**config.mk**
```make
export PLATFORM = sky130hd
export DESIGN_NAME = game_ctrl
export DESIGN_NICKNAME = d
export VERILOG_FILES = /design/src/rtl/game_ctrl.sv
export SDC_FILE = /design/constraint.sdc
export NUM_CORES = 1
export LEC_CHECK = 0
export ABC_AREA = 1
export CORE_ASPECT_RATIO = 0.6
export CORE_UTILIZATION = 35
export DETAILED_ROUTE_END_ITERATION = 10
export GPL_TIMING_DRIVEN = 0
export PLACE_DENSITY = 0.55
export SLEW_MARGIN = 10
export SYNTH_ARGS = -nofsm -noshare
export SYNTH_HDL_FRONTEND = slang
export SYNTH_SLANG_ARGS = --single-unit
```
**constraint.sdc**
```tcl
create_clock -name clk_i -period 3.9 [get_ports clk_i]
set_clock_uncertainty 0.2 [all_clocks]
set_input_delay 0.78 -clock clk_i [delete_from_list [all_inputs] [get_ports clk_i]]
set_output_delay 0.78 -clock clk_i [all_outputs]
set_load 0.01 [all_outputs]
```
**src/rtl/game_ctrl.sv**
```systemverilog
// Game sequencer for the gravity-flip runner: button conditioning, IDLE/READY/RUN/OVER control,
// flip-request latching, death detection and score keeping.
module game_ctrl #(
   parameter int unsigned ScreenHeight     = 480,
   parameter int unsigned DebounceCycles   = 1000000,
   parameter int unsigned StartDelayFrames = 60,
   parameter int unsigned ScoreWidth       = 16
) (
   input  logic                  clk_i,
   input  logic                  rst_i,
   input  logic                  btn_start_i,
   input  logic                  btn_flip_i,
   input  logic                  tick_i,
   input  logic [8:0]            luc_loc_i,
   output logic                  player_en_o,
   output logic                  restart_game_o,
   output logic                  grv_o,
   output logic                  scroll_en_o,
   output logic [1:0]            state_o,
   output logic [ScoreWidth-1:0] score_o,
   output logic [ScoreWidth-1:0] hiscore_o
);

   localparam int unsigned DbW  = (DebounceCycles > 1) ? $clog2(DebounceCycles + 1) : 1;
   localparam int unsigned FrmW = (StartDelayFrames > 1) ? $clog2(StartDelayFrames + 1) : 1;
   localparam logic [DbW-1:0]  DbLast  = DbW'(DebounceCycles - 1);
   localparam logic [FrmW-1:0] FrmLoad = FrmW'(StartDelayFrames);
   localparam logic [FrmW-1:0] FrmOne  = FrmW'(1);

   typedef enum logic [1:0] {
      StIdle  = 2'd0,
      StReady = 2'd1,
      StRun   = 2'd2,
      StOver  = 2'd3
   } state_e;

   logic [1:0] btn_raw;
   logic [1:0] press;

   assign btn_raw = {btn_flip_i, btn_start_i};

   // Bit 0 is the start button, bit 1 the flip button; both share one conditioning path.
   for (genvar b = 0; b < 2; b++) begin : g_btn
      logic           sync1_q;
      logic           sync2_q;
      logic           level_q;
      logic           event_q;
      logic [DbW-1:0] cnt_q;

      always_ff @(posedge clk_i or negedge rst_i) begin
         if (!rst_i) begin
            sync1_q <= 1'b0;
            sync2_q <= 1'b0;
            level_q <= 1'b0;
            event_q <= 1'b0;
            cnt_q   <= '0;
         end else begin
            sync1_q <= btn_raw[b];
            sync2_q <= sync1_q;
            event_q <= 1'b0;
            if (sync2_q != level_q) begin
               if (cnt_q == DbLast) begin
                  level_q <= sync2_q;
                  event_q <= sync2_q;
                  cnt_q   <= '0;
               end else begin
                  cnt_q <= cnt_q + 1'b1;
               end
            end else begin
               cnt_q <= '0;
            end
         end
      end

      assign press[b] = event_q;
   end

   state_e                state_q;
   logic [FrmW-1:0]       frm_q;
   logic                  run_q;
   logic                  restart_q;
   logic                  grv_q;
   logic                  dead_q;
   logic [ScoreWidth-1:0] score_q;
   logic [ScoreWidth-1:0] hiscore_q;

   // Off-screen compare also catches a 9-bit underflow wrapping to 511.
   always_ff @(posedge clk_i or negedge rst_i) begin
      if (!rst_i) begin
         dead_q <= 1'b0;
      end else begin
         dead_q <= (32'(luc_loc_i) >= ScreenHeight);
      end
   end

   always_ff @(posedge clk_i or negedge rst_i) begin
      if (!rst_i) begin
         state_q   <= StIdle;
         frm_q     <= '0;
         run_q     <= 1'b0;
         restart_q <= 1'b0;
         grv_q     <= 1'b0;
         score_q   <= '0;
         hiscore_q <= '0;
      end else begin
         restart_q <= 1'b0;
         case (state_q)
            StIdle, StOver: begin
               if (press[0]) begin
                  state_q   <= StReady;
                  restart_q <= 1'b1;
                  frm_q     <= FrmLoad;
                  score_q   <= '0;
               end
            end
            StReady: begin
               if (tick_i) begin
                  if (frm_q == FrmOne) begin
                     state_q <= StRun;
                     run_q   <= 1'b1;
                  end else begin
                     frm_q <= frm_q - 1'b1;
                  end
               end
            end
            StRun: begin
               if (dead_q) begin
                  state_q <= StOver;
                  run_q   <= 1'b0;
                  grv_q   <= 1'b0;
                  if (score_q > hiscore_q) begin
                     hiscore_q <= score_q;
                  end
               end else begin
                  if (tick_i && (score_q != '1)) begin
                     score_q <= score_q + 1'b1;
                  end
                  // A new request outranks the clearing tick so it survives one full frame.
                  if (press[1]) begin
                     grv_q <= 1'b1;
                  end else if (tick_i) begin
                     grv_q <= 1'b0;
                  end
               end
            end
            default: begin
               state_q <= StIdle;
            end
         endcase
      end
   end

   assign state_o        = state_q;
   assign player_en_o    = run_q;
   assign scroll_en_o    = run_q;
   assign restart_game_o = restart_q;
   assign grv_o          = grv_q;
   assign score_o        = score_q;
   assign hiscore_o      = hiscore_q;

endmodule
```
==> impl_metrics.json <==
{
  "track_usage_pct": 16.37,
  "slowest_stage": "clkdlybuf4s50_1",
  "h-tree-depth": 3,
  "synth_nets": 699,
  "syn_inst": 661,
  "rr_endpoint": "hiscore_o[9]",
  "rr_startpoint": "score_o[11]",
  "clkTransAtPathRegs_ps": 60,
  "netlist.top_cell.by_area": "dfrtp_1",
  "max_stage_delay_ps": 600,
  "postCtsHoldBufs": 0,
  "syn_to_final_growth_pct": 20.05,
  "drive_gt1_share_pct": 4.564,
  "fp.dieH_um": 95.66,
  "cp-end-kind": "output port",
  "leakage_nw": 2.795,
  "crit_family": "buffers and inverters",
  "slew_violations": 0,
  "cts-root-buf": "clkbuf_16",
  "drtPass1Iterations": 4,
  "finish.net_count": 757,
  "die_w_um": 158.1,
  "via_per_inst": 4.661,
  "dieArea_sq_um": 15120,
  "overflow": 0,
  "cts_buffers": 9,
  "switching_share_pct": 20.14,
  "drc": 0,
  "whs_ps": 162.0,
  "setup_ws_ps": 1478,
  "min_to": "g_btn[0].sync2_q",
  "seq_power_share_pct": 50.2,
  "clkLatencyLatePin_ps": 330,
  "start_util_pct": 36.67,
  "grt_pass1_vias": 3984,
  "ys_top_cells_by_count": "163 x nand2_1, 97 x nor2_1, 92 x dfrtp_1, 88 x inv_1, 51 x nand3_1",
  "synth_most_common_cell": "nand2_1",
  "synthTopCellsByArea": "dfrtp_1 45%, nand2_1 12%, nor2_1 7.1%",
  "synthFlopType": "dfrtp_1",
  "use_met3_pct": 3.545,
  "critical_path_class": "flip-flop to output port",
  "io_buffers": 46,
  "crit_chain": "clkdlybuf4s50_1",
  "antenna_found_initial": 0,
  "wl_per_cell_um": 12.46,
  "cts.sink_count": 92,
  "p_switching_uw": 387.8,
  "io_pins": 52,
  "ant_nets": 0,
  "setup_viol": 0,
  "tritoncts": "yes",
  "grt_pass1_wl_mm": 19.29,
  "layout.area.seq_sq_um": 2302,
  "critPathLaunchType": "flip-flop",
  "worstHoldPathCells": 0,
  "hpwl_mm": 8.520,
  "holdCritPathClass": "flip-flop to flip-flop",
  "tightest_slew_ps": 595.8,
  "grt_max_degree": 52,
  "clockBufferDepth": 2,
  "pwr-share-comb_pct": 2.6,
  "syn_avg_cell_area_sq_um": 7.742,
  "synth-seq-cells": 92,
  "cp_num_buf_inv": 1,
  "fp.coreArea_sq_um": 13960,
  "ys_types": 35,
  "place_congestion": 0.8264,
  "p_int_mw": 1.538,
  "crit_path_max_fanout": 8,
  "multi_input_area_sq_um": 2407,
  "status": "finished clean",
  "min_period_over_period_pct": 62.11,
  "slew_headroom_pct": 60.28,
  "async_flop_share_pct": 100.0,
  "synthesis.area_sq_um": 5117,
  "top_usage_layer": "met1",
  "cts.repair.resized": 0,
  "initialDrtViolationCount": 205,
  "drv_cap": 0,
  "r2r_slack_ps": 1480,
  "num_vias": 4265,
  "insertedDiodeCount": 0,
  "finalCriticalPeriod_ps": 2422,
  "placementRows": 33,
  "hold_violations": 0,
  "cts_setup_buffers": 0,
  "reg2reg_depth": 10,
  "synth_edf_count": 0,
  "cp_data_required_time_ps": 2920,
  "ys_seq_area_share_pct": 44.99,
  "synth_top_area_share_pct": 44.99,
  "post-place-ws_ps": 1311,
  "clkPwrFrac_pct": 47.2,
  "critPathArrivalTime_ps": 1440,
  "met1_usage_pct": 24.66,
  "power.density_nw_per_um2": 313.4,
  "peakVddDrop_uv": 196.1,
  "min_from": "g_btn[0].sync1_q",
  "grt_use_met2_pct": 23.46,
  "fill_cells": 1437,
  "routed_wl_mm": 11.40,
  "rsz0062_at_grt": "no",
  "clock.fmax_ghz": 0.4128,
  "ys_warn_count": 0
}
[sequential cells by signal (all words and copies together), names as in the netlist]
| name | flops |
|---|---|
| frm_q | 6 |
| state_o | 2 |
| dead_q | 1 |
| g_btn.level_q | 2 |
| restart_game_o | 1 |
| score_o | 16 |
| g_btn.event_q | 2 |
| g_btn.cnt_q | 40 |
| player_en_o | 1 |
| hiscore_o | 16 |
| g_btn.sync2_q | 2 |
| g_btn.sync1_q | 2 |
| grv_o | 1 |
[worst max path at each step]
stage	startpoint	to	cells past startpoint
finish	score_o[12]	score_o[12]	1
floorplan	state_o[0]	score_o[5]	12
global route	score_o[9]	hiscore_o[11]	10
detailed placement	tick_i	score_o[1]	9
CTS	score_o[11]	hiscore_o[9]	10
global placement	rst_i	hiscore_o[4]	1
[layer usage]
metal / part of all wire [%] / up-vias / wire [um]
met5: 0 / - / 0
met4: 0.65 / 0 / 74
met3: 3.9 / 9 / 441
met2: 41 / 65 / 4650
met1: 55 / 1987 / 6232
li1: - / 2204 / -
[logic make-up after synthesis]
logic type      synth area share (%)
compound gates                 4.817
buf+inv                        7.971
flops                          44.99
simple gates                   31.05
xor+xnor                       5.306
fa+ha+maj                      5.868
[placed cells by master, fill, tap and decap left out, types with 2 or more instances in the layout]
cell type          n
nand2_1          163
o22ai_1            2
nor2_2             5
nor3_1            22
clkinv_1           2
xor2_1            26
nor2_1            97
bufinv_16          2
nand4_1           17
nand2_2            4
ha_1              24
buf_4              3
nand3_1           51
buf_2              3
dfrtp_1           92
clkbuf_1           6
clkdlybuf4s50_1   45
xnor2_1            5
nor3b_1            4
a21oi_1           15
nand3b_1           2
o21ai_0           21
inv_1             88
clkbuf_16          9
[power groups by stage]
stage | Combinational [mW] | Clock, mW | Sequential [mW]
after floorplan | 0.0163 | 0 | 0.983
after global placement | 0.0489 | 0 | 0.984
after detailed placement | 0.0535 | 0 | 0.984
after CTS | 0.0537 | 0.941 | 0.966
after global routing | 0.0599 | 0.979 | 0.966
final | 0.0509 | 0.908 | 0.966
[final cells by class]
class	count	share of cell area, %
repair buffers	47	7.902
clock buffers	13	3.910
multi-input cells	469	39.19
plain buffers	9	0.9980
flip-flops and latches	92	37.47
inverters	91	5.642
clock inverters	2	0.9776
well taps	192	3.910
[metrics by stage]
| stage | total power, mW | setup TNS [ps] | util (%) | instances | instance area [sq um] |
|---|---|---|---|---|---|
| 2_1_floorplan | 0.9992 | 0 | - | 661 | 5117 |
| 4_1_cts | 1.960 | 0 | 44.02 | 915 | 6143 |
| 5_1_grt | 2.005 | 0 | 44.02 | 915 | 6143 |
| 3_3_place_gp | 1.033 | -160050 | 41.69 | 899 | 5818 |
| 6_report | 1.925 | 0 | 44.02 | 915 | 6143 |
| 3_5_place_dp | 1.038 | 0 | 41.87 | 900 | 5843 |
No activity file was read; power rests on OpenSTA's default activity.
